<file path="config.mk">
export PLATFORM = sky130hd
export DESIGN_NAME = rtc_edit_controller
export DESIGN_NICKNAME = d
export VERILOG_FILES = /design/src/rtl/rtc_edit_controller_pkg.sv /design/src/rtl/rtc_edit_controller_button.sv /design/src/rtl/rtc_edit_controller.sv
export SDC_FILE = /design/constraint.sdc
export NUM_CORES = 1
export LEC_CHECK = 0
export BUFFER_PORTS_ARGS = -buffer_cell sky130_fd_sc_hd__buf_2
export CAP_MARGIN = 20
export CELL_PAD_IN_SITES_DETAIL_PLACEMENT = 2
export CELL_PAD_IN_SITES_GLOBAL_PLACEMENT = 2
export CORE_MARGIN = 8
export CORE_UTILIZATION = 30
export DETAILED_ROUTE_END_ITERATION = 8
export PLACE_DENSITY_LB_ADDON = 0.1
export SLEW_MARGIN = 15
export SYNTH_ARGS = -nofsm -noshare
export SYNTH_HDL_FRONTEND = slang
export SYNTH_HIERARCHICAL = 1
export SYNTH_SLANG_ARGS = --single-unit
export TNS_END_PERCENT = 30
</file>
<file path="constraint.sdc">
create_clock -name clk -period 4.7 [get_ports clk]
set_clock_uncertainty 0.05 [all_clocks]
set_input_delay 0 -clock clk [delete_from_list [all_inputs] [get_ports clk]]
set_output_delay 0 -clock clk [all_outputs]
set_load 0.01 [all_outputs]
</file>
<file path="src/rtl/rtc_edit_controller_pkg.sv">
// Shared encodings for the RTC front-panel edit controller.
// Latency: n/a (types and constants only).
// Backpressure: n/a.
package rtc_edit_controller_pkg;

    typedef enum logic [1:0] {
        MODE_IDLE   = 2'd0,
        MODE_HOUR   = 2'd1,
        MODE_DATE   = 2'd2,
        MODE_CHRONO = 2'd3
    } mode_t;

    // Highest field index (hh/mm/ss or dd/mm/yy).
    localparam logic [1:0] FIELD_MAX = 2'd2;

endpackage

</file>
<file path="src/rtl/rtc_edit_controller_button.sv">
// Edge detect plus auto-repeat pulse generation for one debounced button.
// Latency: pulse is combinational in the cycle the rise or repeat point is sampled.
// Backpressure: none; enable low or clear high drops the repeat sequence.
//
// Ports:
//   clk, reset   clock and synchronous active-high reset
//   level        debounced button level
//   enable       repeat generation allowed this cycle
//   clear        force the repeat sequence back to idle at the next edge
//   rise         level rose this cycle (independent of enable)
//   pulse        one-cycle command request (rise or auto-repeat point)
module button_repeat #(
    parameter int REPEAT_DELAY = 50000000,
    parameter int REPEAT_RATE  = 10000000,
    parameter int CNT_W        = 30
) (
    input  logic clk,
    input  logic reset,
    input  logic level,
    input  logic enable,
    input  logic clear,
    output logic rise,
    output logic pulse
);

    logic             prev_q;
    logic [CNT_W-1:0] cnt_q;        // cycles since last pulse; 0 = not armed
    logic             repeating_q;  // past the first (long) repeat delay
    logic             armed;
    logic             due;

    assign rise  = level & ~prev_q;
    assign armed = (cnt_q != '0);
    assign due   = armed && (repeating_q ? (cnt_q == CNT_W'(REPEAT_RATE))
                                         : (cnt_q == CNT_W'(REPEAT_DELAY)));
    assign pulse = enable & level & (rise | due);

    always_ff @(posedge clk) begin
        if (reset) begin
            // Ones so a button held through reset yields no rise.
            prev_q      <= 1'b1;
            cnt_q       <= '0;
            repeating_q <= 1'b0;
        end else begin
            prev_q <= level;
            if (clear || !enable || !level) begin
                cnt_q       <= '0;
                repeating_q <= 1'b0;
            end else if (rise) begin
                cnt_q       <= CNT_W'(1);
                repeating_q <= 1'b0;
            end else if (due) begin
                cnt_q       <= CNT_W'(1);
                repeating_q <= 1'b1;
            end else if (armed) begin
                cnt_q <= cnt_q + CNT_W'(1);
            end
        end
    end

endmodule

</file>
<file path="src/rtl/rtc_edit_controller.sv">
// Front-panel sequencer: edit-mode FSM, field cursor, inc/dec commands with auto-repeat.
// Latency: every output is registered, responding one edge after the sampled rise.
// Backpressure: none; commands are fire-and-forget single-cycle pulses.
//
// Ports:
//   clk, reset            clock and synchronous active-high reset
//   au, dis, l, r, f      debounced up/down/left/right/format levels
//   prh, prf, prc, icr    debounced program hour/date/chrono and chrono start levels
//   mode, field           current edit context and selected field
//   inc_pulse, dec_pulse  one-cycle increment/decrement commands
//   fmt_12h, chrono_run   format and chronometer run levels
module rtc_edit_controller
    import rtc_edit_controller_pkg::*;
#(
    parameter int REPEAT_DELAY = 50000000,
    parameter int REPEAT_RATE  = 10000000,
    parameter int TIMEOUT      = 1000000000,
    parameter int CNT_W        = 30
) (
    input  logic       clk,
    input  logic       reset,
    input  logic       au,
    input  logic       dis,
    input  logic       l,
    input  logic       r,
    input  logic       f,
    input  logic       prh,
    input  logic       prf,
    input  logic       prc,
    input  logic       icr,
    output logic [1:0] mode,
    output logic [1:0] field,
    output logic       inc_pulse,
    output logic       dec_pulse,
    output logic       fmt_12h,
    output logic       chrono_run
);

    mode_t            state_q;
    logic [CNT_W-1:0] tcnt_q;
    logic [6:0]       lvl, prev_q, rise;
    logic             l_rise, r_rise, f_rise, prh_rise, prf_rise, prc_rise, icr_rise;
    logic             au_rise, dis_rise, up_pulse, dn_pulse;
    logic             edit, rep_en, any_rise, same_rise, timeout_hit, leaving;

    assign lvl      = {icr, prc, prf, prh, f, r, l};
    assign rise     = lvl & ~prev_q;
    assign l_rise   = rise[0];
    assign r_rise   = rise[1];
    assign f_rise   = rise[2];
    assign prh_rise = rise[3];
    assign prf_rise = rise[4];
    assign prc_rise = rise[5];
    assign icr_rise = rise[6];

    assign edit   = (state_q != MODE_IDLE);
    // Up and down together is treated as neither: no pulses, counters parked.
    assign rep_en = edit & ~(au & dis);

    button_repeat #(
        .REPEAT_DELAY(REPEAT_DELAY), .REPEAT_RATE(REPEAT_RATE), .CNT_W(CNT_W)
    ) u_up (
        .clk(clk), .reset(reset), .level(au), .enable(rep_en), .clear(leaving),
        .rise(au_rise), .pulse(up_pulse)
    );

    button_repeat #(
        .REPEAT_DELAY(REPEAT_DELAY), .REPEAT_RATE(REPEAT_RATE), .CNT_W(CNT_W)
    ) u_dn (
        .clk(clk), .reset(reset), .level(dis), .enable(rep_en), .clear(leaving),
        .rise(dis_rise), .pulse(dn_pulse)
    );

    assign any_rise = (|rise) | au_rise | dis_rise;

    always_comb begin
        same_rise = 1'b0;
        case (state_q)
            MODE_HOUR:   same_rise = prh_rise;
            MODE_DATE:   same_rise = prf_rise;
            MODE_CHRONO: same_rise = prc_rise;
            default:     same_rise = 1'b0;
        endcase
    end

    // Any activity this cycle (rise or auto-repeat) beats an expiring timeout.
    assign timeout_hit = edit && (tcnt_q == CNT_W'(TIMEOUT - 1)) &&
                         !any_rise && !up_pulse && !dn_pulse;
    assign leaving     = edit && (same_rise || timeout_hit);

    assign mode = state_q;

    always_ff @(posedge clk) begin
        if (reset) begin
            state_q    <= MODE_IDLE;
            field      <= 2'd0;
            inc_pulse  <= 1'b0;
            dec_pulse  <= 1'b0;
            fmt_12h    <= 1'b0;
            chrono_run <= 1'b0;
            tcnt_q     <= '0;
            prev_q     <= '1;
        end else begin
            prev_q    <= lvl;
            inc_pulse <= up_pulse & ~leaving;
            dec_pulse <= dn_pulse & ~leaving;

            if (f_rise && (state_q == MODE_IDLE || state_q == MODE_HOUR))
                fmt_12h <= ~fmt_12h;

            if (!edit || any_rise || up_pulse || dn_pulse || timeout_hit)
                tcnt_q <= '0;
            else
                tcnt_q <= tcnt_q + CNT_W'(1);

            case (state_q)
                MODE_IDLE: begin
                    if (icr_rise)
                        chrono_run <= ~chrono_run;
                    if (prh_rise) begin
                        state_q <= MODE_HOUR;
                        field   <= 2'd0;
                    end else if (prf_rise) begin
                        state_q <= MODE_DATE;
                        field   <= 2'd0;
                    end else if (prc_rise) begin
                        state_q    <= MODE_CHRONO;
                        field      <= 2'd0;
                        chrono_run <= 1'b0;  // overrides a same-cycle icr toggle
                    end
                end
                default: begin
                    if (leaving) begin
                        state_q <= MODE_IDLE;
                        field   <= 2'd0;
                    end else if (l_rise && !r_rise) begin
                        field <= (field == 2'd0) ? FIELD_MAX : field - 2'd1;
                    end else if (r_rise && !l_rise) begin
                        field <= (field == FIELD_MAX) ? 2'd0 : field + 2'd1;
                    end
                end
            endcase
        end
    end

endmodule
</file>
* After elaboration in Yosys (flattened, before gate mapping)
Index checks and enable logic that the tools add are counted.
** Cells by class
- $add $sub $neg :: 5
- Eq/ne operators :: 10
- Mux-type cells :: 27
- Reductions and logical operators :: 47
- Bitwise logic cells :: 22
** Operator list (number)
- 30-bit by 1-bit adder with 30-bit output, second input constant :: 3
- 30-bit by 24-bit == test with 1-bit output, second input constant :: 2
- 30-bit by 26-bit == test with 1-bit output, second input constant :: 2
- 30-bit nonzero test :: 2
- 30-bit == test, second input constant :: 1
- 2-bit two-way mux :: 14
- 1-bit two-way mux :: 12
- 1-bit AND :: 10
- 1-bit logical AND :: 10
- 1-bit zero test :: 9
- 1-bit logical OR :: 9
- 4-bit OR reduction :: 2
- 7-bit AND :: 1
- 7-bit NOT :: 1
- 7-bit OR reduction :: 1
- 2-bit == test, second input constant :: 3
- 1-bit NOT :: 6
- 3-bit nonzero test :: 2
- 2-bit OR reduction :: 3
- 3-bit OR reduction :: 2
- 2-bit zero test :: 2
- 4-bit inequality test, second input constant :: 1
- 1-bit OR :: 4
- 2-bit AND reduction :: 2
- 6 further kinds :: 7
** Storage, ports and cells
- Input bits :: 11
- Output and inout bits :: 8
- Logic and storage cells :: 127
- Flip-flop bits (word level) :: 109

* Longest topological paths before layout
Gate-level depths: netlist of run 1.
- Depth in word-level cells :: 14
- Depth in mapped cells :: 17
- Depth with buffers taken out :: 15

* Modules after synthesis
Netlist of run 1, hierarchy kept.
** Modules (own cells, without submodules)
- button_repeat :: seq. area each 640.6 µm², instances 2, area each 1636.6 µm², cells an instance 180
- rtc_edit_controller :: seq. area each 900.9 µm², instances 1, area each 2150.8 µm², cells an instance 238

* Worst setup path before layout of run 1
OpenSTA, ideal clock, no wires.
- Path kind :: reg2reg
- Start :: register u_up.cnt_q[0]
- End :: register u_dn.cnt_q[25]
- Arrival :: 2720 ps
- Setup time :: 62 ps
- Data required time :: 4588 ps
- Slack :: 1868 ps
- Period minus slack after synthesis :: 2832 ps
- Path buffers :: 2
- Cell stages (with the launch flop) :: 18
- Path through :: dfxtp_1 > inv_1 > ha_1 > nor4b_2 > nand4_1 > a2111oi_4 > nor2_1 > nor2_1 > nand2b_1 > nor4_1 > nand4_1 > o21ai_2 > nor3_1 > nand2_1 > or2_4 > buf_12 > buf_12 > nor2_2
** Between the ends
- Cells in the longest elaborated chain, start to end :: 13
- Elaborated cells on any way between the ends :: 15
- Those cells by class :: 2 x eq/ne; 1 x mux; 2 x bitwise; 10 x reduce/logical
** RTL lines
- start, declared :: line rtc_edit_controller_button.sv:27 : logic [CNT_W-1:0] cnt_q;
- start signal, assigned :: line rtc_edit_controller_button.sv:56 : cnt_q <= cnt_q + CNT_W'(1);
- 30-bit by 26-bit == test with 1-bit output or 30-bit by 24-bit == test with 1-bit output (tied branches) :: line rtc_edit_controller_button.sv:35, rtc_edit_controller_button.sv:34
- 1-bit two-way mux :: line rtc_edit_controller_button.sv:34 : assign due = armed && (repeating_q ? (cnt_q == CNT_W'(REPEAT_RATE))
- 1-bit logical AND * :: line rtc_edit_controller_button.sv:34
- 1-bit OR * :: line rtc_edit_controller_button.sv:36 : assign pulse = enable & level & (rise | due);
- 1-bit AND * :: line rtc_edit_controller_button.sv:36
- named net up_pulse :: line rtc_edit_controller.sv:43 : logic au_rise, dis_rise, up_pulse, dn_pulse;
- 1-bit zero test * :: line rtc_edit_controller.sv:88 : !any_rise && !up_pulse && !dn_pulse;
- 1-bit logical AND * (2 in a row) :: line rtc_edit_controller.sv:88
- 1-bit logical OR * :: line rtc_edit_controller.sv:89 : assign leaving = edit && (same_rise || timeout_hit);
- 1-bit logical AND * :: line rtc_edit_controller.sv:89
- named net leaving :: line rtc_edit_controller.sv:44 : logic edit, rep_en, any_rise, same_rise, timeout_hit, leaving;
- 1-bit logical OR * (2 in a row) :: line rtc_edit_controller_button.sv:46 : if (clear || !enable || !level) begin
- 4-bit OR reduction (no source line) *
- end signal, assigned :: line rtc_edit_controller_button.sv:56
- end, declared :: line rtc_edit_controller_button.sv:27
The timed path passes the listed nets; every way through them passes the cells marked *.
A chain may end at the register's enable or synchronous reset.

* Worst setup path after layout of run 1
- Start :: register u_up.cnt_q[0]
- End :: register u_dn.cnt_q[27]
The elaborated chain is that of the path after synthesis.

==> out/results.txt, run 1 <==
required arrival time at the worst endpoint - 4.94 ns
TritonCTS clock tree - yes
Main synth FF type - sky130_fd_sc_hd__dfxtp_1
Worst path top cell family by delay - simple AND/OR/NAND/NOR gates
row count - 49
number of buffers created by CTS - 9
length of the first detailed-routing pass in iterations - 4
most frequent standard cell in the layout excluding fill and tap cells - sky130_fd_sc_hd__dfxtp_1
proportion of synthesized chip area in sequential cells - 40.2%
fraction of power spent switching nets - 23.0%
part of the power in combinational logic - 4.1%
starting density of the core - 30.4%
synthesized area per cell - 9.07 um^2
number of max-cap violations - 0
largest fanout on the critical path - 29
cell at the root of the clock tree - sky130_fd_sc_hd__clkbuf_16
Setup Fix Bufs, Post-CTS - 0
horizontal extent of the die - 150 um
Seq cells post-synth - 109
total die area - 22600 um^2
internal cell power - 1390 uW
total half-perimeter wirelength after legalization and detailed placement - 9790 um
synthesized netlist net count - 619
Slowest Stage Delay on Critical Path - 0.43 ns
number of global-route vias before repair - 4624
portion of total power attributed to sequential cells - 51.9%
max_slew headroom - 43.1%
Layout fillers - 1969
die height - 150 um
Antenna Violating Nets Remaining - 0
first-pass GRT wire length - 23400 um
placed instance area - 5630 um^2
Startpoint Class - flip-flop
H-tree depth - 3
status - completed
number of unique standard cell types used by synthesis - 50
routed wire length - 13600 um
final-report setup violation count - 0
setup repair after global routing missed its margin - false
total design power - 1810 uW
relative contribution of the clock network to total power - 44.0%
number of warnings reported in the yosys synthesis log - 6
insertion delay to the later sink of the worst-skew pair - 0.35 ns
cell chain of the critical path - inv_1 -> ha_1 -> nor4b_2 -> nand4_1 -> a2111oi_4 -> nor2_1 -> nor2_1 -> nand2b_1 -> nor4_1 -> nand4_1 -> o21ai_2 -> nor3_1 -> nand2_1 -> or2_4 -> nor2_2
antenna violations before repair - 0
Net Switching - 415 uW
PD cells - 300 nW/um^2
clock sink count - 109
total count of max-transition violations in the final report - 0
min Tclk post-route - 3.34 ns
actual slew at the worst max-slew pin - 0.846 ns
maximum number of pins on one net before global-route repair - 31
highest ir drop seen on vdd - 0.212 mV
worst path arrival time - 3.58 ns
proportion of layout cells with a drive suffix above 1 - 14.7%
register-to-register setup slack - 1.36 ns
area growth from synthesis to layout - 11.2%
diode count - 0
top library cells by usage in the layout, fill and taps aside - sky130_fd_sc_hd__dfxtp_1 (109), sky130_fd_sc_hd__nor2_1 (97), sky130_fd_sc_hd__xor2_1 (56), sky130_fd_sc_hd__nand4_1 (40), sky130_fd_sc_hd__nand3_1 (40)
DRC violation count after routing - 0
start-to-end type of the worst setup path - flip-flop to flip-flop
WL/cell - 15.9 um
Synth async-reset ratio - 0%
last weighted congestion value of the routability-driven placer - 0.736
Final Hold Vio Count - 0
final cycle utilization of the critical path - 71.2%
post-route cell area - 6030 um^2
total of buffers placed on input and output ports - 18
detailed-route via count - 4219
core region area - 17800 um^2
library cell contributing the largest single delay on the critical path - sky130_fd_sc_hd__a2111oi_4
path class of the lowest-slack min-delay path - input port to flip-flop
Total Nets Final - 640
static power due to leakage - 0.00192 uW
vias per cell - 4.95
Reg clk slew, reported paths - 0.07 ns
I/O pin count - 19
crit end category - flip-flop
largest buffer count on any clock path - 2
DRT iter0 DRCs - 151
combined buffer and inverter count along the critical path - 1
GRT Util Overall - 12.8%
GRT overflow - 0
total standard cell area after synthesis - 5420 um^2
instance count of the mapped netlist - 598
Max Fclk - 299 MHz
setup_tns - 0 ns
number of enable-type register cells in the synthesized netlist - 0
-- registers in the layout, indices dropped and copies added, names as in the netlist --
register	count
inc_pulse	1
chrono_run	1
dec_pulse	1
u_dn/prev_q	1
tcnt_q	30
prev_q	7
u_dn/cnt_q	30
mode	2
field	2
u_up/repeating_q	1
u_up/cnt_q	30
fmt_12h	1
u_dn/repeating_q	1
u_up/prev_q	1
-- cell usage after synthesis (10+ instances only) --
master | count | area (um^2)
sky130_fd_sc_hd__and3_1 | 15 | 93.8
sky130_fd_sc_hd__dfxtp_1 | 109 | 2180
sky130_fd_sc_hd__ha_1 | 10 | 125
sky130_fd_sc_hd__inv_1 | 11 | 41.3
sky130_fd_sc_hd__nand2_1 | 26 | 97.6
sky130_fd_sc_hd__nand3_1 | 40 | 200
sky130_fd_sc_hd__nand4_1 | 40 | 250
sky130_fd_sc_hd__nor2_1 | 97 | 364
sky130_fd_sc_hd__nor2_2 | 26 | 163
sky130_fd_sc_hd__nor2b_1 | 10 | 62.6
sky130_fd_sc_hd__nor3_1 | 11 | 55.1
sky130_fd_sc_hd__nor4_1 | 15 | 93.8
sky130_fd_sc_hd__or2_2 | 11 | 68.8
sky130_fd_sc_hd__xnor2_1 | 31 | 272
sky130_fd_sc_hd__xor2_1 | 56 | 490
-- worst paths after layout --
| path | endpoint | depth (start not counted) | from |
|---|---|---|---|
| hold reg to reg | tcnt_q[0] | 1 | tcnt_q[0] |
| setup reg to reg | u_dn/cnt_q[27] | 15 | u_up/cnt_q[0] |
| setup / recovery | u_dn/cnt_q[27] | 15 | u_up/cnt_q[0] |
| hold / removal | prev_q[6] | 3 | icr |
-- logic make-up (layout without fill, tap and decap cells) --
logic type               count (synthesis)  in the layout  synth area share (%)
AO/OA/AOI/OAI                           22             22                  3.48
XOR/XNOR                                87             87                  14.0
adder cells (fa/ha/maj)                 10             10                  2.31
buffers and inverters                   30             56                  4.06
flip-flops                             109            109                  40.2
multiplexers                             3              3                 0.577
AND/OR/NAND/NOR                        337            337                  35.3
-- area by class of cell --
class,instances,area (um^2),share of cell area [%]
sequential,109,2180,36.2
inverter,11,41.3,0.685
multi-input combinational,459,3020,50.1
timing repair buffer,29,198,3.28
tap,229,287,4.75
clock inverter,5,60.1,0.996
clock buffer,11,243,4.02
-- layer usage --
layer  global-route usage (%)  routed length, um  share of wire, %  vias up
met3                     2.52                240               1.8       12
met2                     21.4               6510                48       17
li1                         -                  -                 -     2107
met4                     4.00                178               1.3        0
met1                     16.2               6640                49     2083
met5                        0                  0                 0        -
-- metrics by stage --
step	setup slack [ns]	utilization (%)	cells	hold WS, ns
after global placement	1.46	31.6	827	0.150
after global routing	1.01	33.8	853	0.332
after CTS	1.31	33.8	853	0.324
after detailed placement	1.39	31.6	827	0.154
final	1.36	33.8	853	0.334
after floorplan	1.87	-	598	0.0538
-- what timing repair did --
action,in CTS,in global routing
hold buffers,10,0
resized for setup,0,0
endpoints found under the hold margin,11,0
-- worst min-delay path: cells and delay by family --
family | cells | cell delay, ns
buffers and inverters | 2 | 0.62
and+or+nand+nor | 1 | 0.09
-- power groups by stage --
stage                     combinational, uW  sequential, uW  clock (uW)
after global routing                   83.0             940         873
after detailed placement               69.2             961           0
after CTS                              75.9             939         836
after global placement                 66.1             960           0
after floorplan                        54.9             957           0
final                                  73.5             939         795
Note: power is estimated with default switching activity, not from simulation.
==> run 2, diff against run 1 <==
==> constraint.sdc (replaced) <==
create_clock -name clk -period 3.5 [get_ports clk]
set_clock_uncertainty 0.05 [all_clocks]
set_input_delay 0 -clock clk [delete_from_list [all_inputs] [get_ports clk]]
set_output_delay 0 -clock clk [all_outputs]
set_load 0.01 [all_outputs]
==> out/results.txt, run 2 (synthesized netlist as in run 1, its figures left out) <==
proportion of layout cells with a drive suffix above 1 - 15.7% (+0.91 points)
setup repair after global routing missed its margin - false
maximum number of pins on one net before global-route repair - 31 (unchanged)
path class of the lowest-slack min-delay path - input port to flip-flop
part of the power in combinational logic - 4.5% (+0.4 points)
TritonCTS clock tree - yes
insertion delay to the later sink of the worst-skew pair - 0.35 ns (about the same)
GRT Util Overall - 12.8% (about the same)
cell mode on critical path - sky130_fd_sc_hd__nor2_1
total die area - 22600 um^2 (unchanged)
length of the first detailed-routing pass in iterations - 4 (unchanged)
starting density of the core - 30.4% (unchanged)
crit end category - flip-flop
final cycle utilization of the critical path - 87.9% (+17 points)
biggest registers after layout - tcnt_q: 30 flops, u_dn/cnt_q: 30 flops, u_up/cnt_q: 30 flops
total design power - 2350 uW (+30%)
total half-perimeter wirelength after legalization and detailed placement - 9900 um (+1.1%)
max_slew headroom - 40.7% (-2.4 points)
most frequent standard cell in the layout excluding fill and tap cells - sky130_fd_sc_hd__dfxtp_1
required arrival time at the worst endpoint - 3.74 ns (-1.20 ns)
DRT iter0 DRCs - 144 (-4.6%)
total count of max-transition violations in the final report - 0 (unchanged)
vias per cell - 5.05 (+2.1%)
WL/cell - 16.2 um (+1.7%)
DRC violation count after routing - 0 (unchanged)
Net Switching - 539 uW (+30%)
Total Nets Final - 643 (+0.47%)
Reg clk slew, reported paths - 0.07 ns (about the same)
fraction of power spent switching nets - 22.9% (-0.031 points)
H-tree depth - 3 (unchanged)
horizontal extent of the die - 150 um (unchanged)
number of max-cap violations - 0 (unchanged)
Max Fclk - 325 MHz (+8.7%)
area growth from synthesis to layout - 11.5%
relative contribution of the clock network to total power - 41.9% (-2.1 points)
core region area - 17800 um^2 (unchanged)
I/O pin count - 19 (unchanged)
library cell contributing the largest single delay on the critical path - sky130_fd_sc_hd__a2111oi_4
Startpoint Class - flip-flop
post-route insts no fill - 855 (+0.23%)
status - completed
portion of total power attributed to sequential cells - 53.6% (+1.7 points)
start-to-end type of the worst setup path - flip-flop to flip-flop
cell at the root of the clock tree - sky130_fd_sc_hd__clkbuf_16
PD cells - 389 nW/um^2 (+30%)
combined buffer and inverter count along the critical path - 0 (-1)
min Tclk post-route - 3.08 ns (-0.267 ns)
top library cells by usage in the layout, fill and taps aside - sky130_fd_sc_hd__dfxtp_1 (109), sky130_fd_sc_hd__nor2_1 (97), sky130_fd_sc_hd__xor2_1 (56), sky130_fd_sc_hd__nand4_1 (40), sky130_fd_sc_hd__nand3_1 (40)
number of global-route vias before repair - 4515 (-2.4%)
worst setup slack after layout - 0.422 ns (-0.933 ns)
row count - 49 (unchanged)
highest ir drop seen on vdd - 0.254 mV (+20%)
Worst path top cell family by delay - simple AND/OR/NAND/NOR gates
number of buffers created by CTS - 9 (unchanged)
detailed-route via count - 4317 (+2.3%)
last weighted congestion value of the routability-driven placer - 0.737 (+0.20%)
post-placement setup slack - 0.161 ns (-1.23 ns)
total of buffers placed on input and output ports - 18 (unchanged)
clock sink count - 109 (unchanged)
register-to-register setup slack - 0.42 ns (-0.93 ns)
diode count - 0 (unchanged)
largest buffer count on any clock path - 2 (unchanged)
internal cell power - 1810 uW (+30%)
cell chain of the critical path - and2_1 -> nand4b_1 -> a2111oi_4 -> nor2_1 -> nor2_1 -> nor3_1 -> nand4_1 -> o21ai_2 -> nor3_2 -> nand2_1 -> or2_4 -> nor2_2
actual slew at the worst max-slew pin - 0.882 ns (+0.0358 ns)
antenna violations before repair - 0 (unchanged)
final-report setup violation count - 0 (unchanged)
worst path arrival time - 3.32 ns (-0.26 ns)
number of cells after detailed placement - 828 (+0.12%)
routed wire length - 13800 um (+2.0%)
Antenna Violating Nets Remaining - 0 (unchanged)
Slowest Stage Delay on Critical Path - 0.51 ns (+0.08 ns)
first-pass GRT wire length - 23000 um (-1.7%)
static power due to leakage - 0.00194 uW (+0.82%)
setup_tns - 0 ns (unchanged)
GRT overflow - 0 (unchanged)
largest fanout on the critical path - 14 (-52%)
Final Hold Vio Count - 0 (unchanged)
die height - 150 um (unchanged)
[run 2: cell types whose count changed in the layout (fill, tap and decap cells not counted)]
cell / previous run / this run
sky130_fd_sc_hd__nor3_2: 0 / 2
sky130_fd_sc_hd__or2_4: 2 / 3
sky130_fd_sc_hd__buf_4: 1 / 3
sky130_fd_sc_hd__clkbuf_8: 1 / 2
sky130_fd_sc_hd__bufinv_16: 1 / 0
sky130_fd_sc_hd__nor4_1: 15 / 14
sky130_fd_sc_hd__clkinvlp_4: 1 / 0
sky130_fd_sc_hd__nor3_1: 11 / 9
sky130_fd_sc_hd__clkbuf_1: 1 / 0
sky130_fd_sc_hd__nor4_2: 3 / 4
sky130_fd_sc_hd__clkinv_4: 2 / 1
sky130_fd_sc_hd__clkinv_2: 1 / 3
[run 2: per-stage QoR]
stage	util (%)	hold WS (ns)	instance area, um^2
final	33.9	0.328	6050
after global routing	33.9	0.336	6050
after CTS	33.7	0.323	6010
after detailed placement	31.6	0.153	5640
after global placement	31.6	0.150	5640
after floorplan	-	0.0538	5420
[run 2: area by class of cell]
cell class / instances / area [um^2]
fillers: 1997 / 11800
well taps: 229 / 287
repair buffers: 31 / 213
multi-input cells: 460 / 3050
clock inverters: 4 / 23.8
inverters: 11 / 41.3
clock buffers: 11 / 253
flip-flops and latches: 109 / 2180
[run 2: metal layers]
metal / track usage [%] / wire [um] / up-vias
met4: 5.05 / 228 / 0
met2: 21.7 / 6770 / 29
met5: 0 / 0 / -
met1: 15.9 / 6530 / 2156
li1: - / - / 2119
met3: 1.92 / 307 / 13
[run 2: what timing repair did]
action,in CTS,in global routing
buffers inserted,0,1
hold endpoints to repair,11,0
setup endpoints to repair,0,58
gates resized for setup,0,4
hold buffers,10,0
[run 2: power by group through the flow]
| stage | combinational, uW | sequential, uW | clock (uW) |
|---|---|---|---|
| 3_3_place_gp | 93.3 | 1290 | 0 |
| 2_1_floorplan | 73.7 | 1290 | 0 |
| 4_1_cts | 106 | 1260 | 1030 |
| 5_1_grt | 119 | 1260 | 1090 |
| 3_5_place_dp | 96.7 | 1290 | 0 |
| 6_report | 106 | 1260 | 985 |
[run 2: worst paths after layout]
kind                        from        endpoint  cells after the start
hold reg to reg        tcnt_q[0]       tcnt_q[0]                      1
hold / removal                 f       prev_q[2]                      3
setup reg to reg  u_dn/cnt_q[21]  u_dn/cnt_q[19]                     12
setup / recovery  u_dn/cnt_q[21]  u_dn/cnt_q[19]                     12
[run 2: worst reg2reg max path: cells and delay by family (launching register included)]
| kind | cells | cell delay, ns |
|---|---|---|
| AO/OA/AOI/OAI | 2 | 0.64 |
| flip-flops | 1 | 0.43 |
| AND/OR/NAND/NOR | 10 | 1.92 |
